`src/rtl/fir_stream_driver_pkg.sv`:
```
// Shared definitions for the FIR stream driver: default sizing shared with
// the FIR filter, the driver FSM state encoding and an index-width helper.
package fir_stream_driver_pkg;

    localparam int DEF_LENGTH      = 20;
    localparam int DEF_DATA_WIDTH  = 8;
    localparam int DEF_NUM_SAMPLES = 64;

    typedef enum logic [2:0] {
        ST_IDLE       = 3'd0,
        ST_SEND_COEFF = 3'd1,
        ST_SEND_DATA  = 3'd2,
        ST_FLUSH      = 3'd3,
        ST_STOP       = 3'd4
    } drv_state_e;

    // Width of an index able to address 'depth' entries; never below one bit.
    function automatic int idx_width(input int depth);
        if (depth > 1) begin
            return $clog2(depth);
        end else begin
            return 1;
        end
    endfunction

endpackage

```
`src/rtl/fir_coeff_bank.sv`:
```
// Coefficient register file for the FIR stream driver: LENGTH entries,
// cleared asynchronously, one write port, one combinational read port.
// Writes to addresses at or beyond LENGTH are silently dropped.
module fir_coeff_bank
    import fir_stream_driver_pkg::*;
#(
    parameter int LENGTH     = DEF_LENGTH,
    parameter int DATA_WIDTH = DEF_DATA_WIDTH,
    parameter int AW         = idx_width(LENGTH)
) (
    input  logic                         clock,
    input  logic                         resetN,
    input  logic                         wr_en,
    input  logic [AW-1:0]                wr_addr,
    input  logic signed [DATA_WIDTH-1:0] wr_data,
    input  logic [AW-1:0]                rd_addr,
    output logic signed [DATA_WIDTH-1:0] rd_data
);

    logic signed [DATA_WIDTH-1:0] bank_q [LENGTH];
    logic signed [DATA_WIDTH-1:0] bank_d [LENGTH];

    // Next bank contents: apply an in-range write, otherwise hold.
    always_comb begin
        bank_d = bank_q;
        if (wr_en && (int'(wr_addr) < LENGTH)) begin
            bank_d[wr_addr] = wr_data;
        end else begin
            bank_d = bank_q;
        end
    end

    // Bank storage with asynchronous clear to zero.
    always_ff @(posedge clock or negedge resetN) begin
        if (!resetN) begin
            for (int i = 0; i < LENGTH; i++) begin
                bank_q[i] <= '0;
            end
        end else begin
            bank_q <= bank_d;
        end
    end

    assign rd_data = bank_q[rd_addr];

endmodule

```
`src/rtl/fir_stream_driver.sv`:
```
// Transmit side of the FIR load interface. One frame per start pulse:
// LENGTH coefficients from the bank, NUM_SAMPLES handshaken samples, an
// optional zero-sample tail, then a one-cycle stop/done pulse.
// Optional feature macro: FIR_DRIVER_FLUSH_EN -- when defined, LENGTH-1 zero
// samples are pushed after the last real sample to drain the FIR tail.
module fir_stream_driver
    import fir_stream_driver_pkg::*;
#(
    parameter int LENGTH      = DEF_LENGTH,
    parameter int DATA_WIDTH  = DEF_DATA_WIDTH,
    parameter int NUM_SAMPLES = DEF_NUM_SAMPLES
) (
    input  logic                           clock,
    input  logic                           resetN,
    input  logic                           start,
    input  logic                           coeffWrEn,
    input  logic [idx_width(LENGTH)-1:0]   coeffWrAddr,
    input  logic signed [DATA_WIDTH-1:0]   coeffWrData,
    input  logic signed [DATA_WIDTH-1:0]   sampleIn,
    input  logic                           sampleValid,
    output logic                           sampleReady,
    output logic signed [DATA_WIDTH-1:0]   coefficientOut,
    output logic                           coefficientsSetFlag,
    output logic signed [DATA_WIDTH-1:0]   dataOut,
    output logic                           loadDataFlag,
    output logic                           stopDataLoadFlag,
    output logic                           busy,
    output logic                           done
);

    localparam int CW  = idx_width(LENGTH);
    localparam int DCW = idx_width(NUM_SAMPLES + 1);

    localparam logic [CW-1:0]  LAST_COEFF  = CW'(LENGTH - 1);
    localparam logic [DCW-1:0] LAST_SAMPLE = DCW'(NUM_SAMPLES - 1);
`ifdef FIR_DRIVER_FLUSH_EN
    localparam logic [CW-1:0]  LAST_FLUSH  = CW'(LENGTH - 2);
`endif

    drv_state_e                   state_q, state_d;
    logic [CW-1:0]                ccnt_q, ccnt_d;     // coefficient / flush beat index
    logic [DCW-1:0]               dcnt_q, dcnt_d;     // accepted sample count
    logic signed [DATA_WIDTH-1:0] coeff_out_q, coeff_out_d;
    logic                         coeff_set_q, coeff_set_d;
    logic signed [DATA_WIDTH-1:0] data_out_q, data_out_d;
    logic                         load_q, load_d;
    logic                         stop_q, stop_d;
    logic                         done_q, done_d;
    logic                         busy_q, busy_d;

    logic                         sample_ready_s;
    logic                         beat_s;
    logic                         bank_we_s;
    logic signed [DATA_WIDTH-1:0] bank_rd_data_s;

    assign sample_ready_s = (state_q == ST_SEND_DATA);
    assign beat_s         = sampleValid && sample_ready_s;
    // The bank is only writable while idle, so a frame never sees a torn set.
    assign bank_we_s      = coeffWrEn && (state_q == ST_IDLE);

    fir_coeff_bank #(
        .LENGTH     (LENGTH),
        .DATA_WIDTH (DATA_WIDTH),
        .AW         (CW)
    ) u_bank (
        .clock   (clock),
        .resetN  (resetN),
        .wr_en   (bank_we_s),
        .wr_addr (coeffWrAddr),
        .wr_data (coeffWrData),
        .rd_addr (ccnt_q),
        .rd_data (bank_rd_data_s)
    );

    // Next-state and next-output logic for the frame sequencer.
    always_comb begin
        state_d     = state_q;
        ccnt_d      = ccnt_q;
        dcnt_d      = dcnt_q;
        coeff_out_d = coeff_out_q;
        coeff_set_d = 1'b0;
        data_out_d  = data_out_q;
        load_d      = 1'b0;
        stop_d      = 1'b0;
        done_d      = 1'b0;

        case (state_q)
            ST_IDLE: begin
                ccnt_d = '0;
                dcnt_d = '0;
                if (start) begin
                    state_d = ST_SEND_COEFF;
                end else begin
                    state_d = ST_IDLE;
                end
            end

            ST_SEND_COEFF: begin
                coeff_out_d = bank_rd_data_s;
                if (ccnt_q == LAST_COEFF) begin
                    coeff_set_d = 1'b1;
                    ccnt_d      = '0;
                    state_d     = ST_SEND_DATA;
                end else begin
                    ccnt_d      = ccnt_q + CW'(1);
                end
            end

            ST_SEND_DATA: begin
                if (beat_s) begin
                    data_out_d = sampleIn;
                    load_d     = 1'b1;
                    if (dcnt_q == LAST_SAMPLE) begin
                        dcnt_d = '0;
`ifdef FIR_DRIVER_FLUSH_EN
                        state_d = (LENGTH > 1) ? ST_FLUSH : ST_STOP;
`else
                        state_d = ST_STOP;
`endif
                    end else begin
                        dcnt_d = dcnt_q + DCW'(1);
                    end
                end else begin
                    dcnt_d = dcnt_q;
                end
            end

`ifdef FIR_DRIVER_FLUSH_EN
            ST_FLUSH: begin
                data_out_d = '0;
                load_d     = 1'b1;
                if (ccnt_q == LAST_FLUSH) begin
                    ccnt_d  = '0;
                    state_d = ST_STOP;
                end else begin
                    ccnt_d  = ccnt_q + CW'(1);
                end
            end
`endif

            ST_STOP: begin
                stop_d  = 1'b1;
                done_d  = 1'b1;
                state_d = ST_IDLE;
            end

            default: begin
                state_d = ST_IDLE;
                ccnt_d  = '0;
                dcnt_d  = '0;
            end
        endcase

        busy_d = (state_d != ST_IDLE);
    end

    // State, counters and registered outputs; all cleared asynchronously.
    always_ff @(posedge clock or negedge resetN) begin
        if (!resetN) begin
            state_q     <= ST_IDLE;
            ccnt_q      <= '0;
            dcnt_q      <= '0;
            coeff_out_q <= '0;
            coeff_set_q <= 1'b0;
            data_out_q  <= '0;
            load_q      <= 1'b0;
            stop_q      <= 1'b0;
            done_q      <= 1'b0;
            busy_q      <= 1'b0;
        end else begin
            state_q     <= state_d;
            ccnt_q      <= ccnt_d;
            dcnt_q      <= dcnt_d;
            coeff_out_q <= coeff_out_d;
            coeff_set_q <= coeff_set_d;
            data_out_q  <= data_out_d;
            load_q      <= load_d;
            stop_q      <= stop_d;
            done_q      <= done_d;
            busy_q      <= busy_d;
        end
    end

    assign sampleReady         = sample_ready_s;
    assign coefficientOut      = coeff_out_q;
    assign coefficientsSetFlag = coeff_set_q;
    assign dataOut             = data_out_q;
    assign loadDataFlag        = load_q;
    assign stopDataLoadFlag    = stop_q;
    assign busy                = busy_q;
    assign done                = done_q;

endmodule

```
`config.mk`:
```
export PLATFORM = sky130hd
export DESIGN_NAME = fir_stream_driver
export DESIGN_NICKNAME = d
export VERILOG_FILES = /design/src/rtl/fir_stream_driver_pkg.sv /design/src/rtl/fir_coeff_bank.sv /design/src/rtl/fir_stream_driver.sv
export SDC_FILE = /design/constraint.sdc
export NUM_CORES = 1
export LEC_CHECK = 0
export CORE_ASPECT_RATIO = 0.5
export CORE_UTILIZATION = 25
export CTS_BUF_LIST = sky130_fd_sc_hd__clkbuf_16
export DETAILED_ROUTE_END_ITERATION = 7
export MAX_ROUTING_LAYER = met4
export PLACE_DENSITY = 0.38
export SYNTH_ARGS = -nofsm -noshare
export SYNTH_HDL_FRONTEND = slang
export SYNTH_SLANG_ARGS = --single-unit
```
`constraint.sdc`:
```
create_clock -name clock -period 3.89 [get_ports clock]
set_input_delay 0.778 -clock clock [delete_from_list [all_inputs] [get_ports clock]]
set_output_delay 0.778 -clock clock [all_outputs]
set_load 0.01 [all_outputs]
```
==> flow_summary_export.csv <==
group,metric,value,unit
run_status,status,"finished clean",
floorplan,die_h,137,µm
critical_path,crit_required,3.11,ns
layout,drive_above_1_share,0.328,
timing,worst_slew_pin_slew,1.02,ns
placed_design,gp_congestion,0.755,
critical_path,cp-start-kind,"register",
critical_path,regToRegSetupSlack,1.24,ns
yosys,synth_fp_nets,711,
power_and_ir_drop,p_leak,4.97,nW
layout,final_common_cell,"dfrtp_1",
routing,route.vias.total,5552,
clock_network,cts_made_buffers,17,
placed_design,dpl.hpwl,16300,µm
job,drv_cap,0,
timing,finalSetupViolations,0,
global_routing,grt_pass1_vias,5925,
critical_path,worst_setup_path_end_kind,"output port",
clock_network,htree_levels,4,
clock_network,cts_setup_buffers,0,
layout,final_cell_count_no_fill,1208,
yosys,postSynthCellCount,683,
yosys,synth_area,9130,µm²
timing,rsz0062_at_grt,"no",
yosys,avgSynthCellArea,13.4,µm²
critical_path,ff2ff_path_depth,4,
routing,detail-route-antenna-nets,0,
placed_design,io_buffers,47,
layout,layout.nets,738,
timing,max_freq,0.310,GHz
floorplan,initial_core_util,0.254,
timing,hold_viol_final,0,
min_path,hp-class,"in -> async",
yosys,yosys_warnings,0,
timing,setup_tns,0,ns
critical_path,path_cells,"or3b_1 -> inv_2 -> clkdlybuf4s50_1",
layout,fill_cells,3707,
timing,hold_slack,0.377,ns
layout,area.growth.synth_to_final,16.5,%
routing,routed_via_density,4.60,
floorplan,die_w,272,µm
yosys,yosysSeqAreaShare,0.534,
timing,skew,0.0100,ns
critical_path,slowest_delay,0.64,ns
critical_path,worst-path-buf-inv,2,
critical_path,r2r-start,"state_q[1]$_DFF_PN0_",
layout,mostFrequentLayoutCells,"dfrtp_1 (193), mux2_2 (165), mux2i_1 (65)",
timing,slew_headroom,0.317,
yosys,yosysUniqueCellTypes,48,
critical_path,slowest_stage,"dfrtp_1",
floorplan,rows,49,
global_routing,grt-ovfl-total,0,
critical_path,critPathKind,"reg -> out",
routing,drt-total-wl,24300,µm
timing,slew_viol_final,0,
global_routing,grt_use_total,0.144,
global_routing,grt_max_degree,83,
clock_network,clk_latency,0.45,ns
global_routing,grt_pass1_wl,37800,µm
power_and_ir_drop,power,6.21,mW
floorplan,coreArea,35900,µm²
yosys,async_flop_share,1.00,
critical_path,cp.arrival,2.45,ns
global_routing,grt_antenna_before_repair,0,
critical_path,r2r_end,"u_bank.bank_q[93]$_DFFE_PN0P_",
clock_network,cts_resized,0,
clock_network,cts_hold_buffers,0,
routing,drt_drc_violations_left,0,
critical_path,cpLargestDelayFamily,"buffers and inverters",
placed_design,dp.cells,1175,
floorplan,die_area,37300,µm²
critical_path,path_max_fanout,12,
clock_network,cts_tree,"done",
routing,wl_per_cell,20.1,µm
timing,fin_crit,3.23,ns
clock_network,clk_pin_slew,0.08,ns
clock_network,cts.sinks,195,
timing,period_share,0.830,
yosys,synth-edff-count,0,
power_and_ir_drop,irDropWorstVdd,0.306,mV
clock_network,clock_path_buffers,2,
clock_network,cts-root-buf,"clkbuf_16",
routing,drt-initial-drc-count,309,
yosys,synth_top_flop_cell,"dfrtp_1",
yosys,synth_seq_cells,195,
routing,firstDrtPassIters,4,
floorplan,io_pins,48,
power_and_ir_drop,p_per_area,584,nW/µm²
layout make-up:
type                    count  area [µm²]  area share
repair buffers             55         547      0.0514
inverters                   4        15.0     0.00141
well taps                 484         606      0.0569
clock inverters            15         158      0.0148
clock buffers              17         425      0.0400
flip-flops and latches    195        4880       0.459
diodes                      1        2.50    0.000235
multi-input cells         437        4000       0.376
layer usage:
metal  share of wire  global-route usage
met4           0.018              0.0549
met2            0.46               0.218
met3           0.023              0.0211
met1            0.50               0.194
met5               0                   -
kinds of logic (layout without fill, tap and decap cells):
logic type,count (synthesis),in the layout,share of synthesized area
adder cells (fa/ha/maj),2,2,0.00274
AND/OR/NAND/NOR,115,115,0.0789
multiplexers,242,242,0.299
flip-flops,195,195,0.534
other,0,1,0
AO/OA/AOI/OAI,76,76,0.0552
XOR/XNOR,2,2,0.00192
buffers and inverters,51,91,0.0274
registers in the layout, summed over array words and instances, names as in the netlist:
register / flops
dataOut: 8
done: 1
loadDataFlag: 1
ccnt_q: 5
dcnt_q: 7
u_bank.bank_q: 160
busy: 1
state_q: 3
coefficientsSetFlag: 1
coefficientOut: 8
synth_stat cells, types with 4 or more instances:
library cell / count / area share
nor2b_1: 5 / 0.0034
nand3_1: 24 / 0.013
buf_1: 5 / 0.0021
nor2_1: 16 / 0.0066
mux2_2: 165 / 0.20
buf_4: 6 / 0.0049
nor2_2: 5 / 0.0034
a22oi_1: 25 / 0.021
clkbuf_1: 22 / 0.0090
dfrtp_1: 195 / 0.53
mux2_1: 4 / 0.0049
buf_2: 11 / 0.0060
a21oi_1: 18 / 0.0099
mux2i_1: 65 / 0.071
a31oi_1: 10 / 0.0069
mux4_2: 8 / 0.020
nand2_1: 27 / 0.011
nand2b_1: 4 / 0.0027
o21ai_0: 11 / 0.0060
nor2_8: 5 / 0.011
metrics by stage:
stage | setup WS (ns) | util | area [µm²]
after global routing | 0.549 | 0.296 | 10600
after floorplan | 1.73 | - | 9130
after detailed placement | 0.352 | 0.280 | 10100
final | 0.662 | 0.296 | 10600
after global placement | 0.384 | 0.280 | 10100
after CTS | 0.619 | 0.296 | 10600
worst reg2reg max path: stages (launching register included):
cell     delay, ns
dfrtp_1       0.55
nor3_4        0.44
or3b_1        0.79
nor2_8        0.38
mux2_2        0.36
power by group:
group | total [mW] | leakage (nW) | switching [mW] | internal, mW
combinational | 1.77 | 2.05 | 0.963 | 0.811
sequential | 2.64 | 2.64 | 0.284 | 2.36
clock | 1.79 | 0.273 | 0.841 | 0.953
total | 6.21 | 4.97 | 2.09 | 4.12
worst max-delay path by stage:
stage	start	to	slack [ns]	cells past startpoint
2_1_floorplan	coeffWrAddr[3]	u_bank.bank_q[10]$_DFFE_PN0P_	1.73	5
3_3_place_gp	coeffWrEn	u_bank.bank_q[47]$_DFFE_PN0P_	0.38	5
3_5_place_dp	coeffWrEn	u_bank.bank_q[46]$_DFFE_PN0P_	0.35	5
4_1_cts	state_q[1]$_DFF_PN0_	sampleReady	0.62	3
5_1_grt	state_q[1]$_DFF_PN0_	sampleReady	0.55	3
6_report	state_q[1]$_DFF_PN0_	sampleReady	0.66	3
(Power assumes the default switching activity.)
